**config.mk**
```make
export PLATFORM = sky130hd
export DESIGN_NAME = nios_handshake_nios2_qsys_0_oci_dct_packer
export DESIGN_NICKNAME = d
export VERILOG_FILES = /design/src/rtl/nios_handshake_oci_pkg.sv /design/src/rtl/nios_handshake_nios2_qsys_0_oci_dct_outreg.sv /design/src/rtl/nios_handshake_nios2_qsys_0_oci_dct_packer.sv
export SDC_FILE = /design/constraint.sdc
export NUM_CORES = 1
export LEC_CHECK = 0
export CORE_ASPECT_RATIO = 0.5
export CORE_MARGIN = 2
export CORE_UTILIZATION = 48
export CTS_CLUSTER_DIAMETER = 200
export DETAILED_ROUTE_END_ITERATION = 10
export MAX_ROUTING_LAYER = met4
export PLACE_DENSITY_LB_ADDON = 0.2
export SYNTH_ARGS = -nofsm -noshare
export SYNTH_HDL_FRONTEND = slang
export SYNTH_SLANG_ARGS = --single-unit
```
**constraint.sdc**
```tcl
create_clock -name clk -period 7.49 [get_ports clk]
set_clock_uncertainty 0.1 [all_clocks]
set_input_delay 0.749 -clock clk [delete_from_list [all_inputs] [get_ports clk]]
set_output_delay 0.749 -clock clk [all_outputs]
set_load 0.01 [all_outputs]
```
**src/rtl/nios_handshake_oci_pkg.sv**
```systemverilog
// Shared constants and FSM state type for the OCI trace (DCT) packer.
package nios_handshake_oci_pkg;

    localparam int ATOM_W    = 2;
    localparam int ATOMS     = 15;
    localparam int CNT_W     = 4;
    localparam int DCT_BUF_W = ATOM_W * ATOMS;

    typedef enum logic [1:0] {
        RUN   = 2'd0,
        DRAIN = 2'd1,
        ENDED = 2'd2
    } dct_state_t;

endpackage

```
**src/rtl/nios_handshake_nios2_qsys_0_oci_dct_outreg.sv**
```systemverilog
// Single-entry output holding register for DCT frames: valid/ready handshake
// plus a wrapping count of frames accepted by the sink.
module nios_handshake_nios2_qsys_0_oci_dct_outreg
    import nios_handshake_oci_pkg::*;
#(
    parameter int FCNT_W = 16
) (
    input  logic                 clk,
    input  logic                 reset_n,
    input  logic                 load,
    input  logic [DCT_BUF_W-1:0] load_buf,
    input  logic [CNT_W-1:0]     load_cnt,
    input  logic                 dct_ready,
    output logic                 out_free,
    output logic                 dct_valid,
    output logic [DCT_BUF_W-1:0] dct_buffer,
    output logic [CNT_W-1:0]     dct_count,
    output logic [FCNT_W-1:0]    frame_cnt
);

    logic                 valid_q, valid_d;
    logic [DCT_BUF_W-1:0] buf_q, buf_d;
    logic [CNT_W-1:0]     cnt_q, cnt_d;
    logic [FCNT_W-1:0]    frame_cnt_q, frame_cnt_d;
    logic                 handshake;

    always_comb begin
        out_free  = !valid_q | dct_ready;
        handshake = valid_q & dct_ready;
        valid_d   = valid_q;
        buf_d     = buf_q;
        cnt_d     = cnt_q;
        // A load in the same cycle as a handshake replaces the frame back-to-back
        if (load) begin
            valid_d = 1'b1;
            buf_d   = load_buf;
            cnt_d   = load_cnt;
        end else if (handshake) begin
            valid_d = 1'b0;
        end
        frame_cnt_d = frame_cnt_q + FCNT_W'(handshake);
    end

    always_ff @(posedge clk or negedge reset_n) begin
        if (!reset_n) begin
            valid_q     <= 1'b0;
            buf_q       <= '0;
            cnt_q       <= '0;
            frame_cnt_q <= '0;
        end else begin
            valid_q     <= valid_d;
            buf_q       <= buf_d;
            cnt_q       <= cnt_d;
            frame_cnt_q <= frame_cnt_d;
        end
    end

    assign dct_valid  = valid_q;
    assign dct_buffer = buf_q;
    assign dct_count  = cnt_q;
    assign frame_cnt  = frame_cnt_q;

endmodule

```
**src/rtl/nios_handshake_nios2_qsys_0_oci_dct_packer.sv**
```systemverilog
// Packs 2-bit trace atoms into 30-bit DCT frames and sequences end-of-test drain.
//   state | meaning
//   RUN   | accepting atoms, frames emitted when full or flushed
//   DRAIN | no new atoms; last partial frame pushed out, waiting for sink
//   ENDED | drain complete; terminal until reset
module nios_handshake_nios2_qsys_0_oci_dct_packer
    import nios_handshake_oci_pkg::*;
#(
    parameter int FCNT_W = 16
) (
    input  logic                 clk,
    input  logic                 reset_n,
    input  logic                 atom_valid,
    output logic                 atom_ready,
    input  logic [ATOM_W-1:0]    atom_data,
    input  logic                 flush,
    input  logic                 end_req,
    output logic                 dct_valid,
    input  logic                 dct_ready,
    output logic [DCT_BUF_W-1:0] dct_buffer,
    output logic [CNT_W-1:0]     dct_count,
    output logic                 test_ending,
    output logic                 test_has_ended,
    output logic [FCNT_W-1:0]    frame_cnt
);

    localparam logic [CNT_W-1:0] ATOMS_C = CNT_W'(ATOMS);

    dct_state_t           state_q, state_d;
    logic [DCT_BUF_W-1:0] acc_buf_q, acc_buf_d;
    logic [CNT_W-1:0]     acc_cnt_q, acc_cnt_d;
    logic                 flush_pend_q, flush_pend_d;

    logic                 accept;
    logic                 frame_ready;
    logic                 transfer;
    logic                 out_free;
    logic [CNT_W-1:0]     post_cnt;

    always_comb begin
        frame_ready = (acc_cnt_q == ATOMS_C) | flush_pend_q
                    | ((state_q == DRAIN) && (acc_cnt_q != '0));
        atom_ready  = (state_q == RUN) & !frame_ready;
        accept      = atom_valid & atom_ready;
        transfer    = frame_ready & out_free;
        post_cnt    = acc_cnt_q + CNT_W'(accept);
    end

    always_comb begin
        acc_buf_d    = acc_buf_q;
        acc_cnt_d    = acc_cnt_q;
        flush_pend_d = flush_pend_q;
        // transfer and accept are mutually exclusive: accept needs !frame_ready
        if (transfer) begin
            acc_buf_d    = '0;
            acc_cnt_d    = '0;
            flush_pend_d = 1'b0;
        end else begin
            if (accept) begin
                acc_buf_d[int'(acc_cnt_q) * ATOM_W +: ATOM_W] = atom_data;
                acc_cnt_d = post_cnt;
            end
            if (flush && (state_q != ENDED) && (post_cnt != '0)) begin
                flush_pend_d = 1'b1;
            end
        end
    end

    always_comb begin
        state_d = state_q;
        case (state_q)
            RUN: begin
                if (end_req) begin
                    state_d = DRAIN;
                end
            end
            DRAIN: begin
                // Empty accumulator implies no pending transfer; only the sink matters
                if ((acc_cnt_q == '0) && !flush_pend_q && out_free) begin
                    state_d = ENDED;
                end
            end
            ENDED:   state_d = ENDED;
            default: state_d = RUN;
        endcase
    end

    always_ff @(posedge clk or negedge reset_n) begin
        if (!reset_n) begin
            state_q      <= RUN;
            acc_buf_q    <= '0;
            acc_cnt_q    <= '0;
            flush_pend_q <= 1'b0;
        end else begin
            state_q      <= state_d;
            acc_buf_q    <= acc_buf_d;
            acc_cnt_q    <= acc_cnt_d;
            flush_pend_q <= flush_pend_d;
        end
    end

    assign test_ending    = (state_q == DRAIN);
    assign test_has_ended = (state_q == ENDED);

    nios_handshake_nios2_qsys_0_oci_dct_outreg #(
        .FCNT_W (FCNT_W)
    ) u_outreg (
        .clk        (clk),
        .reset_n    (reset_n),
        .load       (transfer),
        .load_buf   (acc_buf_q),
        .load_cnt   (acc_cnt_q),
        .dct_ready  (dct_ready),
        .out_free   (out_free),
        .dct_valid  (dct_valid),
        .dct_buffer (dct_buffer),
        .dct_count  (dct_count),
        .frame_cnt  (frame_cnt)
    );

endmodule

```
# ---- Word level (Yosys, flattened, before mapping)
# Cells that the tools add are included.
dict set report totals {
  reg_bits 88
  input_bits 8
  out_inout_bits 54
  elab_cells 54
}
dict set report op_classes {
  addsub 3
  eq_ne 6
  shift 2
  n_mux 12
  bitwise 7
  reduce_logical 16
}
# cell n
set op_table {}
lappend op_table {{$mux W30} 2}
lappend op_table {{$neg A5 Y33} 1}
lappend op_table {{$shift A2 B33 Y30 const A} 1}
lappend op_table {{$shiftx A2 B33 Y30} 1}
lappend op_table {{$bwmux W30} 1}
lappend op_table {{$add A16 B1 Y16} 1}
lappend op_table {{$mux W4} 2}
lappend op_table {{$reduce_bool A4 Y1} 2}
lappend op_table {{$pmux W2 S3} 1}
lappend op_table {{$reduce_bool A2 Y1} 3}
lappend op_table {{$logic_and A1 B1 Y1} 5}
lappend op_table {{$add A4 B1 Y4} 1}
lappend op_table {{$and A1 B1 Y1} 4}
lappend op_table {{$eq A4 B4 Y1 const B} 1}
lappend op_table {{$logic_not A4 Y1} 1}
lappend op_table {{$mux W1} 4}
lappend op_table {{$mux W2} 2}
lappend op_table {{$ne A2 B2 Y1 const B} 2}
lappend op_table {{$logic_not A1 Y1} 3}
lappend op_table {{$or A1 B1 Y1} 3}
lappend op_table {{$eq A2 B1 Y1 const B} 1}
lappend op_table {{$eq A2 B2 Y1 const B} 1}
lappend op_table {{$logic_not A2 Y1} 1}
lappend op_table {{$ne A2 B1 Y1 const B} 1}
lappend op_table {{$reduce_and A2 Y1} 1}

# ---- Logic depth before layout (Yosys ltp)
dict set report depth {
  ltp_word 11
  ltp_mapped 12
  ltp_nobuf 12
}

# ---- Hierarchy
# Synthesis repeated with hierarchy kept, for this count alone.
dict set report unflattened {
  cells_unflattened 350
  hier_area_um2 4036.4
}
# module n_inst cells_each area_per_inst_um2 seq_area_each_um2
set modules_own_cells {}
lappend modules_own_cells {nios_handshake_nios2_qsys_0_oci_dct_packer 1 213 2025.7 925.9}
lappend modules_own_cells {nios_handshake_nios2_qsys_0_oci_dct_outreg 1 137 2010.7 1276.2}

# ---- Worst setup path before layout
# OpenSTA, ideal clock, no wires.
dict set report synth_timing {
  kind {reg-to-reg}
  startpoint {register acc_cnt_q[0]}
  endpoint {register flush_pend_q}
  setup_ns 0.136
  t_arrival_ns 2.444
  t_required_ns 7.254
  slack_ns 4.810
  path_stages_with_launch 13
  cell_sequence {dfrtp_1 > inv_2 > ha_1 > nand2b_4 > a21oi_2 > o21ai_2 > clkinv_1 > ha_1 > ha_1 > nor3_1 > a31oi_1 > o311ai_0 > a21oi_1}
}
dict set report synth_via {
  elab_chain_len 10
}
# item line
set synth_lines {}
lappend synth_lines {{start, declared} nios_handshake_nios2_qsys_0_oci_dct_packer.sv:31} ;# logic [CNT_W-1:0] acc_cnt_q, acc_cnt_d;
lappend synth_lines {{start signal, assigned} nios_handshake_nios2_qsys_0_oci_dct_packer.sv:97} ;# acc_cnt_q <= acc_cnt_d;
lappend synth_lines {{$eq A4 B4 Y1 or $reduce_bool A4 Y1 (tied branches)} {nios_handshake_nios2_qsys_0_oci_dct_packer.sv:41, nios_handshake_nios2_qsys_0_oci_dct_packer.sv:42}}
lappend synth_lines {{$or A1 B1 Y1 or $logic_and A1 B1 Y1 (tied branches)} {nios_handshake_nios2_qsys_0_oci_dct_packer.sv:41, nios_handshake_nios2_qsys_0_oci_dct_packer.sv:42}}
lappend synth_lines {{$or A1 B1 Y1} nios_handshake_nios2_qsys_0_oci_dct_packer.sv:42} ;# | ((state_q == DRAIN) && (acc_cnt_q != '0));
lappend synth_lines {{$logic_not A1 Y1} nios_handshake_nios2_qsys_0_oci_dct_packer.sv:43} ;# atom_ready = (state_q == RUN) & !frame_ready;
lappend synth_lines {{$and A1 B1 Y1} nios_handshake_nios2_qsys_0_oci_dct_packer.sv:43}
lappend synth_lines {{$and A1 B1 Y1} nios_handshake_nios2_qsys_0_oci_dct_packer.sv:44} ;# accept = atom_valid & atom_ready;
lappend synth_lines {{$add A4 B1 Y4} nios_handshake_nios2_qsys_0_oci_dct_packer.sv:46} ;# post_cnt = acc_cnt_q + CNT_W'(accept);
lappend synth_lines {{$reduce_bool A4 Y1} nios_handshake_nios2_qsys_0_oci_dct_packer.sv:63} ;# if (flush && (state_q != ENDED) && (post_cnt != '0)) begin
lappend synth_lines {{$logic_and A1 B1 Y1} nios_handshake_nios2_qsys_0_oci_dct_packer.sv:63}
lappend synth_lines {{$reduce_bool A2 Y1 (no source line)} --}
lappend synth_lines {{end signal, assigned} nios_handshake_nios2_qsys_0_oci_dct_packer.sv:98} ;# flush_pend_q <= flush_pend_d;
lappend synth_lines {{end, declared} nios_handshake_nios2_qsys_0_oci_dct_packer.sv:32} ;# logic flush_pend_q, flush_pend_d;
# Parallel ways exist; a longest one is shown, timed or not.
# A chain may end at the register's enable or synchronous reset.

# ---- Worst setup path after layout
dict set report layout_timing {
  startpoint {register acc_cnt_q[0]}
  endpoint {output atom_ready}
}
dict set report layout_via {
  elab_chain_len 5
}
# item line
set layout_lines {}
lappend layout_lines {{$eq A4 B4 Y1 or $reduce_bool A4 Y1 (tied branches)} {nios_handshake_nios2_qsys_0_oci_dct_packer.sv:41, nios_handshake_nios2_qsys_0_oci_dct_packer.sv:42}}
lappend layout_lines {{$or A1 B1 Y1 or $logic_and A1 B1 Y1 (tied branches)} {nios_handshake_nios2_qsys_0_oci_dct_packer.sv:41, nios_handshake_nios2_qsys_0_oci_dct_packer.sv:42}}
lappend layout_lines {{$or A1 B1 Y1 *} nios_handshake_nios2_qsys_0_oci_dct_packer.sv:42}
lappend layout_lines {{$logic_not A1 Y1 *} nios_handshake_nios2_qsys_0_oci_dct_packer.sv:43}
lappend layout_lines {{$and A1 B1 Y1 *} nios_handshake_nios2_qsys_0_oci_dct_packer.sv:43}
lappend layout_lines {{end, declared} nios_handshake_nios2_qsys_0_oci_dct_packer.sv:14} ;# output logic atom_ready,
# Every way passes the cells marked *; elsewhere a longest branch is shown, timed or not.

==> results.ini <==
[logic_synthesis]
syn_inst = 400
synth_area_leaders = dfrtp_1 55%, nand2_1 12%, mux2i_1 5.3%
synth_warnings = 0
synth_commonest_cells = 125 x nand2_1, 88 x dfrtp_1, 21 x mux2i_1
synth_edf_count = 0
ys_ff_latch = 88
ys_types = 44
syn_avg_cell_area_um2 = 10.01
netlist.area_leader.share_pct = 55.02
synth_area_um2 = 4003
synth.largest_area_cell = dfrtp_1
ys.flop_type = dfrtp_1
seq_area_frac_synth_pct = 55.02
syn_nets = 419
yosysMostFrequentCell = nand2_1
async_flop_share_pct = 100.0

[finish]
drive_above_1_share_pct = 7.097
syn_to_final_growth_pct = 24.60
multi_input_area_um2 = 1670
diodes = 0
regArea_um2 = 2202
nFillCells = 698
layout.nets = 479

[grt]
grt_first_pass_wirelength_um = 13570
overflow = 0
track_usage_pct = 20.39
antenna_found_initial = 0
grt_pass1_vias = 2738
grt_max_degree = 67

[timing]
fmax_ghz = 0.2907
fin_hold_ws_ns = 0.1933
period_minus_slack_ns = 3.440
report.final.slew_viol_count = 0
fin_setup_tns_ns = 0
finalCritPeriodShare_pct = 45.93
finalSetupViolations = 0
slew-limit-headroom_pct = 25.51
rsz0062_at_grt = false
finalHoldViolCount = 0
worstMarginPinSlew_ns = 1.117

[place]
hpwlAfterDp_um = 5572
portBuffers = 61
place_congestion = 0.8505

[clocking]
cts-resized-gates = 0
insertion_delay_ns = 0.34
cts_tree = done
cts_buffers = 9
htree_levels = 3
clock-sinks = 88
post_cts_buffers = 0
hold_buffers = 0
path_clk_slew_ns = 0.06
root_buffer = clkbuf_16
clockBufferDepth = 2

[detailed_routing]
via_count = 2953
routedWlPerCell_um = 14.11
initialDrtViolationCount = 208
ant_nets = 0
avgViaCountPerCell = 5.118
routed_wirelength_um = 8141
drc = 0
drtPass1Iterations = 4

[worst_setup_path]
cp-start-kind = register
crit_fanout = 10
crit_path_start = acc_cnt_q[0]$_DFFE_PN0P_
crit_required_ns = 6.64
r2r-start = acc_cnt_q[0]$_DFFE_PN0P_
cp-end-kind = output port
reg2reg_slack_ns = 4.34
regToRegEndpoint = flush_pend_q$_DFFE_PN0P_
ff2ff_path_depth = 12
endpoint = atom_ready
path_class = register to output port
worstPathArrival_ns = 2.59

[power_and_ir_drop]
irDropWorstVdd_mv = 0.1723
p_per_area_nw_per_um2 = 282.2
power_leakage_nw = 2.437

[die]
dieArea_um2 = 9129
ios = 62
core_um2 = 8058
dieWidth_um = 133.1
row_count = 23
initial_utilization_pct = 49.67
die_h_um = 68.57

[outcome]
status = finished clean

[min_path]
hold_path.class = input pin to asynchronous set/reset pin

[flow_run]
maxCapViolCount = 0

-- critical path, stage by stage, from the launching register on --
cell and delay, ns:
dfrtp_1 0.50, inv_2 0.14, ha_1 0.29, nand2b_4 0.08, a21oi_2 0.43, nor2_1 0.11
nor3_1 0.14, clkdlybuf4s50_1 0.55
-- layout make-up --
class                   count  area share (%)
clock buffers              11           5.068
clock inverters             5           1.079
inverters                  12          0.9032
multi-input cells         286           33.49
flip-flops and latches     88           44.15
well taps                 112           2.810
repair buffers             63           12.49
-- per-stage QoR --
step | setup WS, ns | utilization [%] | std cells | power (mW) | cell area, µm²
floorplan | 4.810 | - | 400 | 0.8242 | 4003
global placement | 4.418 | 58.09 | 561 | 0.9547 | 4681
detailed placement | 4.322 | 58.09 | 561 | 0.9592 | 4681
CTS | 4.051 | 61.89 | 577 | 1.420 | 4987
global route | 3.882 | 61.89 | 577 | 1.489 | 4987
finish | 4.050 | 61.89 | 577 | 1.407 | 4987
-- worst min-delay path by stage --
| stage | depth (start not counted) | slack (ns) | to | startpoint |
|---|---|---|---|---|
| global placement | 2 | 0.35 | u_outreg.dct_buffer[6]$_DFFE_PN0P_ | acc_buf_q[6]$_DFFE_PN0P_ |
| CTS | 1 | 0.19 | state_q[0]$_DFFE_PN0P_ | reset_n |
| floorplan | 2 | 0.34 | u_outreg.dct_buffer[18]$_DFFE_PN0P_ | acc_buf_q[18]$_DFFE_PN0P_ |
| detailed placement | 2 | 0.36 | u_outreg.dct_buffer[24]$_DFFE_PN0P_ | acc_buf_q[24]$_DFFE_PN0P_ |
| finish | 1 | 0.19 | state_q[0]$_DFFE_PN0P_ | reset_n |
| global route | 1 | 0.21 | state_q[0]$_DFFE_PN0P_ | reset_n |
-- layout by cell type (no fill, tap or decap), types with 4 or more instances in the layout --
master	n
inv_1	10
clkbuf_16	9
xor2_1	6
o2111ai_1	6
and3_1	4
ha_1	11
o21ai_0	13
nand2_1	125
and2_1	4
mux2i_1	21
nor2_1	14
xnor2_1	10
a21oi_1	7
nand3_1	15
nand4_1	10
dfrtp_1	88
nor3_1	6
clkdlybuf4s50_1	60
-- routing by layer --
layer,global-route usage (%),vias up,part of all wire (%)
met2,30.25,61,44
met1,27.07,1415,50
li1,-,1468,-
met4,6.383,0,0.97
met3,6.652,9,4.9
met5,-,-,0
-- cell families after synthesis --
logic type,count (synthesis),share of synthesized area (%)
adders and majority gates,11,3.439
DFF,88,55.02
xor gates and xnor gates,16,3.501
buffers and inverters,26,3.345
AOI/OAI and AO/OA,36,5.846
muxes,23,5.814
and+or+nand+nor,200,23.04
-- sequential cells by signal, summed over array words and instances, names as in the netlist --
name and flops:
flush_pend_q 1, u_outreg.frame_cnt 16, u_outreg.dct_count 4, state_q 2, acc_buf_q 30, u_outreg.dct_valid 1
acc_cnt_q 4, u_outreg.dct_buffer 30
-- power breakdown --
part	switching [mW]	total (mW)	leakage (nW)	internal, mW
combinational	0.242	0.396	1.07	0.154
sequential	0.0390	0.555	1.21	0.516
clock	0.181	0.457	0.156	0.276
total	0.462	1.41	2.44	0.945
No activity file was read; power rests on OpenSTA's default activity.
